--- config.mk ---
export PLATFORM = sky130hd
export DESIGN_NAME = ieee_settle_monitor
export DESIGN_NICKNAME = d
export VERILOG_FILES = /design/src/rtl/ieee_settle_pkg.sv /design/src/rtl/settle_channel.sv /design/src/rtl/ieee_settle_monitor.sv
export SDC_FILE = /design/constraint.sdc
export NUM_CORES = 1
export LEC_CHECK = 0
export CORE_MARGIN = 1
export CORE_UTILIZATION = 57
export CTS_BUF_LIST = sky130_fd_sc_hd__clkbuf_4 sky130_fd_sc_hd__clkbuf_8
export CTS_CLUSTER_SIZE = 24
export DETAILED_ROUTE_END_ITERATION = 8
export PLACE_DENSITY = 0.86
export SLEW_MARGIN = 20
export SYNTH_ARGS = -nofsm -noshare
export SYNTH_HDL_FRONTEND = slang
export SYNTH_SLANG_ARGS = --single-unit
--- constraint.sdc ---
create_clock -name clk -period 8.1 [get_ports clk]
set_input_delay 1.62 -clock clk [delete_from_list [all_inputs] [get_ports clk]]
set_output_delay 1.62 -clock clk [all_outputs]
set_load 0.03 [all_outputs]
--- src/rtl/ieee_settle_pkg.sv ---
// Shared types and FP32 helpers for the settle monitor.
package ieee_settle_pkg;

   typedef enum logic [1:0] {
      IDLE    = 2'd0,
      SKIP    = 2'd1,
      MEASURE = 2'd2,
      REPORT  = 2'd3
   } state_t;

   localparam int FP32_SIGN_BIT = 31;
   localparam int FP32_EXP_MSB  = 30;
   localparam int FP32_EXP_LSB  = 23;
   localparam int FP32_MAN_MSB  = 22;
   localparam int FP32_MAN_LSB  = 0;

   function automatic logic fp32_is_nan(input logic [31:0] w);
      logic res;
      res = (w[FP32_EXP_MSB:FP32_EXP_LSB] == 8'hFF) &&
            (w[FP32_MAN_MSB:FP32_MAN_LSB] != 23'd0);
      return res;
   endfunction

   // Magnitudes of same-signed finite floats are monotonic in their low 31 bits,
   // so the integer distance between them is the ULP distance.
   function automatic logic fp32_ulp_equal(input logic [31:0] a,
                                           input logic [31:0] b,
                                           input logic [7:0]  tol);
      logic [30:0] mag_a;
      logic [30:0] mag_b;
      logic [30:0] diff;
      logic        res;
      mag_a = a[FP32_EXP_MSB:0];
      mag_b = b[FP32_EXP_MSB:0];
      diff  = (mag_a >= mag_b) ? (mag_a - mag_b) : (mag_b - mag_a);
      if (fp32_is_nan(a) || fp32_is_nan(b))
         res = 1'b0;
      else if ((mag_a == 31'd0) && (mag_b == 31'd0))
         res = 1'b1;
      else if (a[FP32_SIGN_BIT] != b[FP32_SIGN_BIT])
         res = 1'b0;
      else
         res = (diff <= {23'd0, tol});
      return res;
   endfunction

endpackage

--- src/rtl/settle_channel.sv ---
// One monitored channel: previous sample, current equal-run and longest run.
module settle_channel
   import ieee_settle_pkg::*;
#(
   parameter int DATA_W = 32,
   parameter int CNT_W  = 10
) (
   input  logic              clk,
   input  logic              reset,
   input  logic              sample,
   input  logic              clear,
   input  logic              load,
   input  logic              mode,
   input  logic [7:0]        tol,
   input  logic [DATA_W-1:0] data,
   output logic [CNT_W-1:0]  max_run
);

   logic [DATA_W-1:0] prev;
   logic              prev_vld;
   logic [CNT_W-1:0]  run;
   logic [CNT_W-1:0]  run_nxt;
   logic              equal;

   // Compare against the previous sample and form the saturating next run.
   always_comb begin
      equal   = mode ? fp32_ulp_equal(data, prev, tol) : (data == prev);
      run_nxt = '0;
      if (equal) begin
         if (run == '1)
            run_nxt = run;
         else
            run_nxt = run + CNT_W'(1);
      end
   end

   // Channel state: clear on start, prime prev at end of skip, track runs while measuring.
   always_ff @(posedge clk) begin
      if (reset || clear) begin
         prev     <= '0;
         prev_vld <= 1'b0;
         run      <= '0;
         max_run  <= '0;
      end else if (load) begin
         prev     <= data;
         prev_vld <= 1'b1;
      end else if (sample && prev_vld) begin
         prev <= data;
         run  <= run_nxt;
         if (run_nxt > max_run)
            max_run <= run_nxt;
      end
   end

endmodule

--- src/rtl/ieee_settle_monitor.sv ---
// Multi-channel FP32 settle detector: skip, measure a window, report verdicts.
//
//   state   | meaning
//   --------+-----------------------------------------------------------
//   IDLE    | waiting for start; sample_en ignored
//   SKIP    | discarding SKIP_SAMPLES strobes; last one primes prev
//   MEASURE | comparing each strobe against prev for WINDOW strobes
//   REPORT  | one cycle; verdicts and max_run latched, done pulsed
module ieee_settle_monitor
   import ieee_settle_pkg::*;
#(
   parameter int NUM_CH       = 4,
   parameter int DATA_W       = 32,
   parameter int SKIP_SAMPLES = 8,
   parameter int WINDOW       = 400,
   parameter int THRESH       = 20,
   parameter int CNT_W        = 10
) (
   input  logic                     clk,
   input  logic                     reset,
   input  logic                     sample_en,
   input  logic [NUM_CH*DATA_W-1:0] data_in,
   input  logic                     start,
   input  logic                     cmp_mode,
   input  logic [7:0]               ulp_tol,
   output logic                     busy,
   output logic                     done,
   output logic [NUM_CH-1:0]        stable,
   output logic [NUM_CH*CNT_W-1:0]  max_run
);

   state_t                  state;
   state_t                  state_nxt;
   logic [7:0]              skip_cnt;
   logic [CNT_W-1:0]        win_cnt;
   logic                    mode_q;
   logic [7:0]              tol_q;
   logic                    start_acc;
   logic                    ch_load;
   logic                    ch_sample;
   logic                    skip_last;
   logic                    win_last;
   logic [NUM_CH*CNT_W-1:0] ch_max;

   assign skip_last = (skip_cnt == 8'(SKIP_SAMPLES - 1));
   assign win_last  = (win_cnt == CNT_W'(WINDOW - 1));

   // State register.
   always_ff @(posedge clk) begin
      if (reset)
         state <= IDLE;
      else
         state <= state_nxt;
   end

   // Next-state and per-cycle channel controls.
   always_comb begin
      state_nxt = state;
      start_acc = 1'b0;
      ch_load   = 1'b0;
      ch_sample = 1'b0;
      case (state)
         IDLE: begin
            if (start) begin
               start_acc = 1'b1;
               state_nxt = SKIP;
            end
         end
         SKIP: begin
            if (sample_en && skip_last) begin
               ch_load   = 1'b1;
               state_nxt = MEASURE;
            end
         end
         MEASURE: begin
            ch_sample = sample_en;
            if (sample_en && win_last)
               state_nxt = REPORT;
         end
         REPORT:  state_nxt = IDLE;
         default: state_nxt = IDLE;
      endcase
   end

   // Skip/window counters and the compare settings captured at start.
   always_ff @(posedge clk) begin
      if (reset) begin
         skip_cnt <= '0;
         win_cnt  <= '0;
         mode_q   <= 1'b0;
         tol_q    <= '0;
      end else if (start_acc) begin
         skip_cnt <= '0;
         win_cnt  <= '0;
         mode_q   <= cmp_mode;
         tol_q    <= ulp_tol;
      end else if (sample_en && (state == SKIP)) begin
         skip_cnt <= skip_cnt + 8'd1;
      end else if (sample_en && (state == MEASURE)) begin
         win_cnt <= win_cnt + CNT_W'(1);
      end
   end

   for (genvar k = 0; k < NUM_CH; k++) begin : g_ch
      settle_channel #(
         .DATA_W (DATA_W),
         .CNT_W  (CNT_W)
      ) u_ch (
         .clk     (clk),
         .reset   (reset),
         .sample  (ch_sample),
         .clear   (start_acc),
         .load    (ch_load),
         .mode    (mode_q),
         .tol     (tol_q),
         .data    (data_in[k*DATA_W +: DATA_W]),
         .max_run (ch_max[k*CNT_W +: CNT_W])
      );
   end

   // Status flags and verdict latch; verdicts move only with done.
   always_ff @(posedge clk) begin
      if (reset) begin
         busy    <= 1'b0;
         done    <= 1'b0;
         stable  <= '0;
         max_run <= '0;
      end else begin
         done <= 1'b0;
         if (start_acc)
            busy <= 1'b1;
         if (state == REPORT) begin
            busy    <= 1'b0;
            done    <= 1'b1;
            max_run <= ch_max;
            for (int k = 0; k < NUM_CH; k++)
               stable[k] <= (ch_max[k*CNT_W +: CNT_W] >= CNT_W'(THRESH));
         end
      end
   end

endmodule
# After elaboration in Yosys (flattened, before gate mapping)

Cells that the tools add are included.

Muxes and demuxes: 46
Equal/unequal tests: 28
Bitwise operators: 2
$add $sub $neg: 14
Reduce and logical (&&, ||, !) cells: 49
$lt $le $gt $ge: 16

Operators by type and width:

| operator                                              | number |
|---|---|
| 2-to-1 mux 32 bit                                     | 8 |
| zero test 31 bit                                      | 8 |
| subtractor 31 bit                                     | 8 |
| nonzero test 23 bit                                   | 8 |
| == test 32 bit                                        | 4 |
| >= comparator 31 bit                                  | 4 |
| less-or-equal comparator 31 x 8 -> 1 bit              | 4 |
| 2-to-1 mux 31 bit                                     | 4 |
| 2-to-1 mux 10 bit                                     | 8 |
| == test 8 bit (second input constant)                 | 8 |
| adder 10 x 1 -> 10 bit (second input constant)        | 5 |
| == test 10 bit (second input constant)                | 4 |
| >= comparator 10 x 5 -> 1 bit (second input constant) | 4 |
| > comparator 10 bit                                   | 4 |
| 2-to-1 mux 1 bit                                      | 22 |
| logical AND 1 bit                                     | 17 |
| AND reduction 3 bit                                   | 5 |
| == test 10 x 9 -> 1 bit (second input constant)       | 1 |
| adder 8 x 1 -> 8 bit (second input constant)          | 1 |
| == test 8 x 3 -> 1 bit (second input constant)        | 1 |
| case mux 2 bit (4 select lines)                       | 1 |
| 2-to-1 mux 2 bit                                      | 3 |
| != test 2 bit (second input constant)                 | 3 |
| logical OR 1 bit                                      | 5 |
| other kinds (8)                                       | 15 |

Output and inout port bits: 46
Input bits: 141
Bits in registers: 284
Word-level logic and storage cells: 177

# Depth between registers and ports, before layout

Gate-level depths: netlist of run 1.

Depth after elaboration: 10
Mapped depth: 42
Mapped depth without buffers: 36

# Modules after synthesis

A second synthesis of run 1 with hierarchy kept.

Cell total of the unflattened synthesis: 4165
Area total of the unflattened synthesis: 29988.8 sq um

By module, submodules not included:

| module                             | cells each | area each (sq um) | instances | seq. area each (sq um) |
|---|---|---|---|---|
| settle_channel at g_ch[1].u_ch ... | 955        | 6716.4            | 2         | 1061.0 |
| settle_channel at g_ch[3].u_ch     | 974        | 6820.3            | 1         | 1061.0 |
| settle_channel at g_ch[0].u_ch     | 957        | 6750.2            | 1         | 1061.0 |
| ieee_settle_monitor                | 324        | 2985.4            | 1         | 1501.4 |

# Worst setup path after synthesis of run 1

Ideal clock, no wire load.

Path type: input to register
Start: input data_in[106]
End: register g_ch[3].u_ch.max_run[1]
Data required time: 8.023 ns
Stages: 42
Buffers on the path: 6
Setup slack: -0.660 ns
Arrival time: 8.683 ns
Cell sequence: inv_1 > ha_1 > clkbuf_1 > a21oi_1 > o21ai_0 > a21oi_1 > a211oi_1 > nor3_2 > buf_2 > buf_2 > buf_1 > and3_1 > a31oi_1 > nand2_1 > nand3_1 > a221oi_1 > xnor2_1 > ha_1 > [6 not listed] > a41oi_1 > clkbuf_1 > clkbuf_1 > nor2_1 > ha_1 > nor2b_1 > o21a_1 > o21a_1 > o21a_1 > o21a_1 > o21a_1 > o21a_1 > o21a_1 > o21ai_0 > a21oi_1 > nor2_1 > nand2_1 > o21ai_0

Word-level cells in the longest chain between the ends: 10

RTL lines:

| what                                                      | RTL line                  | source |
|---|---|---|
| from (decl)                                               | ieee_settle_monitor.sv:22 | `input logic [NUM_CH*DATA_W-1:0] data_in,` |
| subtractor 31 bit or >= comparator 31 bit (tied branches) | ieee_settle_pkg.sv:35     | `diff = (mag_a >= mag_b) ? (mag_a - mag_b) : (mag_b - mag_a);` |
| 2-to-1 mux 31 bit                                         | ieee_settle_pkg.sv:35     |  |
| less-or-equal comparator 31 x 8 -> 1 bit                  | ieee_settle_pkg.sv:43     | `res = (diff <= {23'd0, tol});` |
| 2-to-1 mux 1 bit                                          | ieee_settle_pkg.sv:40     | `else if (a[FP32_SIGN_BIT] != b[FP32_SIGN_BIT])` |
| 2-to-1 mux 1 bit                                          | ieee_settle_pkg.sv:38     | `else if ((mag_a == 31'd0) && (mag_b == 31'd0))` |
| 2-to-1 mux 1 bit                                          | ieee_settle_pkg.sv:36     | `if (fp32_is_nan(a) \|\| fp32_is_nan(b))` |
| 2-to-1 mux 1 bit (*)                                      | settle_channel.sv:27      | `equal = mode ? fp32_ulp_equal(data, prev, tol) : (data == prev);` |
| 2-to-1 mux 10 bit (*)                                     | settle_channel.sv:29      | `if (equal) begin` |
| named net g_ch[3].u_ch.run_nxt[1]                         | settle_channel.sv:22      | `logic [CNT_W-1:0] run_nxt;` |
| > comparator 10 bit                                       | settle_channel.sv:50      | `if (run_nxt > max_run)` |
| AND reduction 3 bit (no line)                             | n/a                       |  |
| to (signal assigned)                                      | settle_channel.sv:51      | `max_run <= run_nxt;` |
| to (decl)                                                 | settle_channel.sv:16      | `output logic [CNT_W-1:0] max_run` |

Mark *: on every way through the listed nets, which the timed path passes. The rest lies on a longest branch.
A chain may end at the register's enable or synchronous reset.

# Final worst setup path of run 1

Start: input data_in[81]
End: register g_ch[2].u_ch.max_run[0]

Word-level cells in the longest chain between the ends: 10

RTL lines:

| what                                                      | RTL line |
|---|---|
| subtractor 31 bit or >= comparator 31 bit (tied branches) | ieee_settle_pkg.sv:35 |
| 2-to-1 mux 31 bit                                         | ieee_settle_pkg.sv:35 |
| less-or-equal comparator 31 x 8 -> 1 bit                  | ieee_settle_pkg.sv:43 |
| 2-to-1 mux 1 bit                                          | ieee_settle_pkg.sv:40 |
| 2-to-1 mux 1 bit                                          | ieee_settle_pkg.sv:38 |
| 2-to-1 mux 1 bit                                          | ieee_settle_pkg.sv:36 |
| 2-to-1 mux 1 bit (*)                                      | settle_channel.sv:27 |
| 2-to-1 mux 10 bit (*)                                     | settle_channel.sv:29 |
| named net g_ch[2].u_ch.run_nxt[9]                         | settle_channel.sv:22 |
| > comparator 10 bit (*)                                   | settle_channel.sv:50 |
| AND reduction 3 bit (no line) (*)                         | n/a |
| to (signal assigned)                                      | settle_channel.sv:51 |
| to (decl)                                                 | settle_channel.sv:16 |

Marked as above.

==> out/metrics.cfg, run 1 <==
[logic_synthesis]
syn_area_per_cell_um2=7.05
synth_edf_count=0
synth_nets=4460
synthFlopType=dfxtp_1
yosys_warnings=0
yosys.area.top_type=dfxtp_1
syn_area_mm2=0.0281
async_flop_share=0
ys_seq_area_frac=0.203
syn_inst=3984
synth_top_cells_by_count=nand2_1 (551), a21oi_1 (492), inv_1 (340), ha_1 (327), nor2_1 (301)
synthDominantCellAreaShare=0.203
synth-seq-cells=284
yosysUniqueCellTypes=86
yosysMostFrequentCell=nand2_1
yosys-top-cells-area=dfxtp_1 (20%), ha_1 (15%), a21oi_1 (8.8%)

[route]
via_count=32000
wl_per_cell_um=19.0
routed_via_density=6.08
drc=0
firstDrtPassIters=6
drtIter0Drc=3282
routed_wl_mm=100
ant_nets=0

[sta]
tns_ns=0
final.setup.worst_slack_ns=0.0953
setup_viol=0
skew_ns=0.0537
max_freq_ghz=0.125
tightest_slew_ns=1.08
rsz0062_at_grt=yes
slew_headroom=0.280
hold_viol=0
fin_crit_ns=8.00
finalCritPeriodShare=0.988
drv_slew=0

[layout]
drive_gt1_frac=0.180
fin_util=0.752
area_growth_pct=29.0
fin_nets=5045

[grt]
grt_pass1_wl_mm=154
antenna_found_initial=1
grt_pass1_vias=30100
grt_usage=0.375
grt_start_max_net_pins=175
gr-total-overflow=0

[placed_design]
finalWeightedCongestion=1.01
post-place-ws_ns=-0.957
port-buffer-count=186
dp_hpwl_mm=74.0

[setup_path]
cpPeakStageDelay_ns=0.58
critPathTopFamily=simple AND/OR/NAND/NOR gates
cp.required_ns=8.74
cp-end-kind=flop
crit_fanout=8
crit_buf_inv=5
crit_path_start_kind=primary input
cpMaxStageDelayCell=or4_4
cp_data_arrival_time_ns=8.65
worstSetupPathType=in -> reg

[floorplan]
die_x_um=224
core.rowCount=80
io_pins=187
die_h_um=224
initial_core_util=0.583
core-area_mm2=0.0481
die-area_mm2=0.0501

[clock_tree]
ctsRootBufferMaster=clkbuf_8
clock_latency_ns=0.73
cts_inserted_buffers=52
clkTransAtPathRegs_ns=0.07
cts_max_level=2
cts_tree=yes
numClockSinks=284
ctsLongestPathBuffers=3
ctsHoldBuffers=0

[power]
power.total_mw=4.30
max-vdd-ir-drop_mv=0.145
p_leak_nw=15.0
powerDensity_mw_per_mm2=119

[hold_path]
hold_class=reg -> reg

[job]
cap_violations=0

[run_status]
status=completed

-- final timing paths --
kind	start	depth (start not counted)	slack, ns	endpoint
max	data_in[81]	31	0.1	g_ch[2].u_ch.max_run[0]$_SDFFE_PP0P_
min reg2reg	tol_q[3]$_SDFFE_PP0P_	2	0.46	tol_q[3]$_SDFFE_PP0P_
min	tol_q[3]$_SDFFE_PP0P_	2	0.46	tol_q[3]$_SDFFE_PP0P_
max reg2reg	g_ch[2].u_ch.prev[30]$_SDFFE_PP0P_	31	0.87	g_ch[2].u_ch.max_run[0]$_SDFFE_PP0P_
-- state kept, by name, indices dropped and copies added (netlist names), 4 cells and up --
signal,cells
g_ch.u_ch.prev,128
g_ch.u_ch.max_run,40
g_ch.u_ch.run,40
max_run,40
win_cnt,10
skip_cnt,8
tol_q,8
stable,4
-- worst min-delay path: stages, from the launching register on --
cell and delay [ns]:
dfxtp_1 0.31, nand2_1 0.05, a21oi_1 0.05
-- repair_timing --
| item | in CTS | in global routing |
|---|---|---|
| endpoints found under the setup margin | 10 | 34 |
| buffers inserted | 3 | 13 |
| gates cloned | 0 | 4 |
| hold endpoints to repair | 0 | 0 |
| gates resized for setup | 5 | 168 |
| pin swaps | 4 | 47 |
-- cell type report --
type                            instances  area, um2
Antenna cell                            1       2.50
Clock buffer                           79       1010
Clock inverter                         14        141
Fill cell                            3675      11900
Inverter                              340       1280
Multi-Input combinational cell       3154      21100
Sequential cell                       284       5690
Tap cell                              656        821
Timing Repair Buffer                  737       6210
-- cells in the final DEF, fill, tap and decap left out, types with 27 or more instances in the layout --
| cell type | instances |
|---|---|
| a211oi_1 | 31 |
| a21o_1 | 105 |
| a21oi_1 | 467 |
| a31oi_1 | 31 |
| and3_1 | 33 |
| buf_4 | 535 |
| clkbuf_8 | 67 |
| clkdlybuf4s50_1 | 150 |
| dfxtp_1 | 284 |
| dlymetal6s2s_1 | 35 |
| ha_1 | 297 |
| inv_1 | 326 |
| mux2i_1 | 85 |
| nand2_1 | 548 |
| nand3_1 | 95 |
| nand4_1 | 126 |
| nor2_1 | 294 |
| nor2b_1 | 31 |
| nor3_1 | 44 |
| nor4_1 | 73 |
| o21a_1 | 40 |
| o21ai_0 | 191 |
| o21bai_1 | 28 |
| o31ai_1 | 27 |
| or3_1 | 45 |
| xnor2_1 | 89 |
| xor2_1 | 69 |
-- metal layers --
| metal | up-vias | part of all wire | global-route usage |
|---|---|---|---|
| li1 | 15200 | - | - |
| met2 | 1550 | 0.45 | 0.606 |
| met5 | - | 0 | 0 |
| met3 | 283 | 0.086 | 0.0571 |
| met1 | 15000 | 0.43 | 0.504 |
| met4 | 0 | 0.035 | 0.135 |
-- stage by stage --
stage	cell area [um2]	std cells	hold WS, ns
6_report	36200	5265	0.455
3_3_place_gp	34100	5151	0.442
2_1_floorplan	28200	3984	0.436
4_1_cts	35300	5247	0.457
5_1_grt	36200	5265	0.482
3_5_place_dp	34100	5151	0.450
-- cell families (layout without fill, tap and decap cells) --
logic type	Yosys count	count (layout)	share of synthesized area
muxes	96	96	0.0348
DFF	284	284	0.203
adders and majority gates	335	335	0.151
buffers and inverters	548	1170	0.0759
and+or+nand+nor	1440	1442	0.244
xor gates and xnor gates	158	158	0.0493
other	0	1	0
AOI/OAI and AO/OA	1123	1123	0.242
-- power breakdown --
part	switching [mW]	internal, mW
registers	0.0177	1.42
clock network	0.726	0.841
logic	0.744	0.556
(Power assumes the default switching activity.)
==> run 2, diff against run 1 <==
- CORE_UTILIZATION: 57 -> 40
- PLACE_DENSITY: 0.86 -> 0.66
==> run 2 against run 1 <==
Effect of this change:
- clock skew shrank 0.0036 ns
- clock power up 10%
- critical path type unchanged
- first-iteration DRC count is 35% lower
- critical path depth up 1
- largest cell class unchanged
- maximum frequency is 1.1% higher
- clock-buffer cell count fell by 4
- utilization fell by 22 points
- largest power group unchanged
- worst setup slack better by 0.091 ns
- register-to-register slack improved by 0.15 ns
- hold slack got worse by 0.0028 ns
- non-clock buffer count is 16 higher
==> out/metrics.cfg, run 2 (synthesized netlist as in run 1, its figures left out) <==
[layout]
fin_util=0.530
final_area_mm2=0.0366
regMostFlops=g_ch.u_ch.prev
drive_gt1_frac=0.177
final_common_cell=buf_4
fillers=6727
fin_nets=5061
largest_reg_flops=128
fin_cells=5559
area_growth_pct=30.3
final_cell_mix=buf_4 (556), nand2_1 (547), a21oi_1 (473), inv_1 (336), ha_1 (304)

[power]
p_leak_nw=15.0
power.total_mw=4.43
powerDensity_mw_per_mm2=121
max-vdd-ir-drop_mv=0.142

[sta]
hold_slack_ns=0.453
tightest_slew_ns=0.971
tns_ns=0
final.setup.worst_slack_ns=0.186
skew_ns=0.0500
hold_viol=0
rsz0062_at_grt=yes
fin_crit_ns=7.91
drv_slew=0
max_freq_ghz=0.126
setup_viol=0
finalCritPeriodShare=0.977
slew_headroom=0.353

[clock_tree]
ctsRootBufferMaster=clkbuf_8
clkTransAtPathRegs_ns=0.06
ctsHoldBuffers=0
ctsLongestPathBuffers=3
cts_max_level=2
cts_inserted_buffers=52
clock_latency_ns=0.72
numClockSinks=284
cts_tree=yes

[route]
via_count=30500
routed_via_density=5.49
routed_wl_mm=95.1
wl_per_cell_um=17.1
drc=0
drtIter0Drc=2148
firstDrtPassIters=6
ant_nets=0

[placed_design]
finalWeightedCongestion=0.973
dp_hpwl_mm=73.0
post_dp_cell_area_mm2=0.0346
post-place-ws_ns=-0.926
place_inst=5446
port-buffer-count=186

[setup_path]
r2r-end=g_ch[2].u_ch.max_run[4]$_SDFFE_PP0P_
crit_fanout=8
worst_path_most_repeated_cell=o21a_1
cpMaxStageDelayCell=or4_4
crit_path_start_kind=primary input
worstSetupPathType=in -> reg
cpPeakStageDelay_ns=0.58
worst_r2r_startpoint=g_ch[2].u_ch.prev[28]$_SDFFE_PP0P_
cp-end-kind=flop
cp_data_arrival_time_ns=8.47
r2r_cells=33
rrSetupSlack_ns=1.02
cp.required_ns=8.65

[grt]
grt_pass1_wl_mm=150
gr-total-overflow=0
grt_pass1_vias=28800
antenna_found_initial=3
grt_usage=0.257
grt_start_max_net_pins=109

[hold_path]
hold_path_depth=2
hold_class=reg -> reg
hp-start=tol_q[3]$_SDFFE_PP0P_
hold_end=tol_q[3]$_SDFFE_PP0P_

[floorplan]
core.rowCount=96
die_h_um=267
io_pins=187
die_x_um=267
die-area_mm2=0.0712
core-area_mm2=0.0691
initial_core_util=0.406

[run_status]
status=completed

[job]
cap_violations=0

==> run 2: changes by cell type in the layout (fill, tap and decap cells not counted), sizes merged <==
cell	before	now
buf	551	567
bufinv	1	7
clkbuf	80	76
clkdlybuf4s50	150	166
clkinv	9	8
diode	1	2
dlymetal6s2s	35	19
inv	342	343
==> run 2: timing repair <==
item | 4_1_cts | 5_1_grt
gates cloned | 1 | 3
pin swaps | 6 | 59
setup endpoints to repair | 19 | 30
buffers inserted | 2 | 10
resized for setup | 2 | 118
==> run 2: layout make-up <==
class / instances / area, um2 / share of cell area
diodes: 2 / 5.00 / 0.000137
clock buffers: 75 / 970 / 0.0265
flip-flops and latches: 284 / 5690 / 0.155
multi-input cells: 3154 / 20900 / 0.571
clock inverters: 20 / 325 / 0.00889
repair buffers: 753 / 6260 / 0.171
inverters: 340 / 1280 / 0.0349
well taps: 931 / 1160 / 0.0318
==> run 2: how the worst max path moves through the flow <==
stage	start	endpoint	slack, ns	depth (start not counted)
floorplan	data_in[100]	g_ch[3].u_ch.max_run[6]$_SDFFE_PP0P_	0.005	41
global placement	data_in[91]	g_ch[2].u_ch.max_run[3]$_SDFFE_PP0P_	-0.64	33
detailed placement	data_in[91]	g_ch[2].u_ch.max_run[1]$_SDFFE_PP0P_	-0.93	32
CTS	data_in[102]	g_ch[3].u_ch.max_run[3]$_SDFFE_PP0P_	0.02	38
global route	data_in[78]	g_ch[2].u_ch.max_run[1]$_SDFFE_PP0P_	-0.11	33
finish	data_in[83]	g_ch[2].u_ch.max_run[4]$_SDFFE_PP0P_	0.19	32
==> run 2: worst max-delay path, delay by kind of cell <==
kind	cells	cell delay (ns)
adders and majority gates	3	0.71
and+or+nand+nor	10	2.57
AOI/OAI and AO/OA	10	1.67
buffers and inverters	6	1.36
muxes	2	0.38
xor gates and xnor gates	1	0.14
==> run 2: power by group <==
group / internal, mW / leakage [nW] / switching (mW)
registers: 1.42 / 2.29 / 0.0156
logic: 0.550 / 12.0 / 0.722
clock network: 1.01 / 0.671 / 0.717
==> run 2: routing by layer <==
layer / part of all wire / vias up / global-route usage
met1: 0.46 / 14200 / 0.351
met2: 0.45 / 944 / 0.415
met3: 0.065 / 157 / 0.0385
li1: - / 15200 / -
met4: 0.027 / 4 / 0.0780
met5: 0.00024 / - / 0
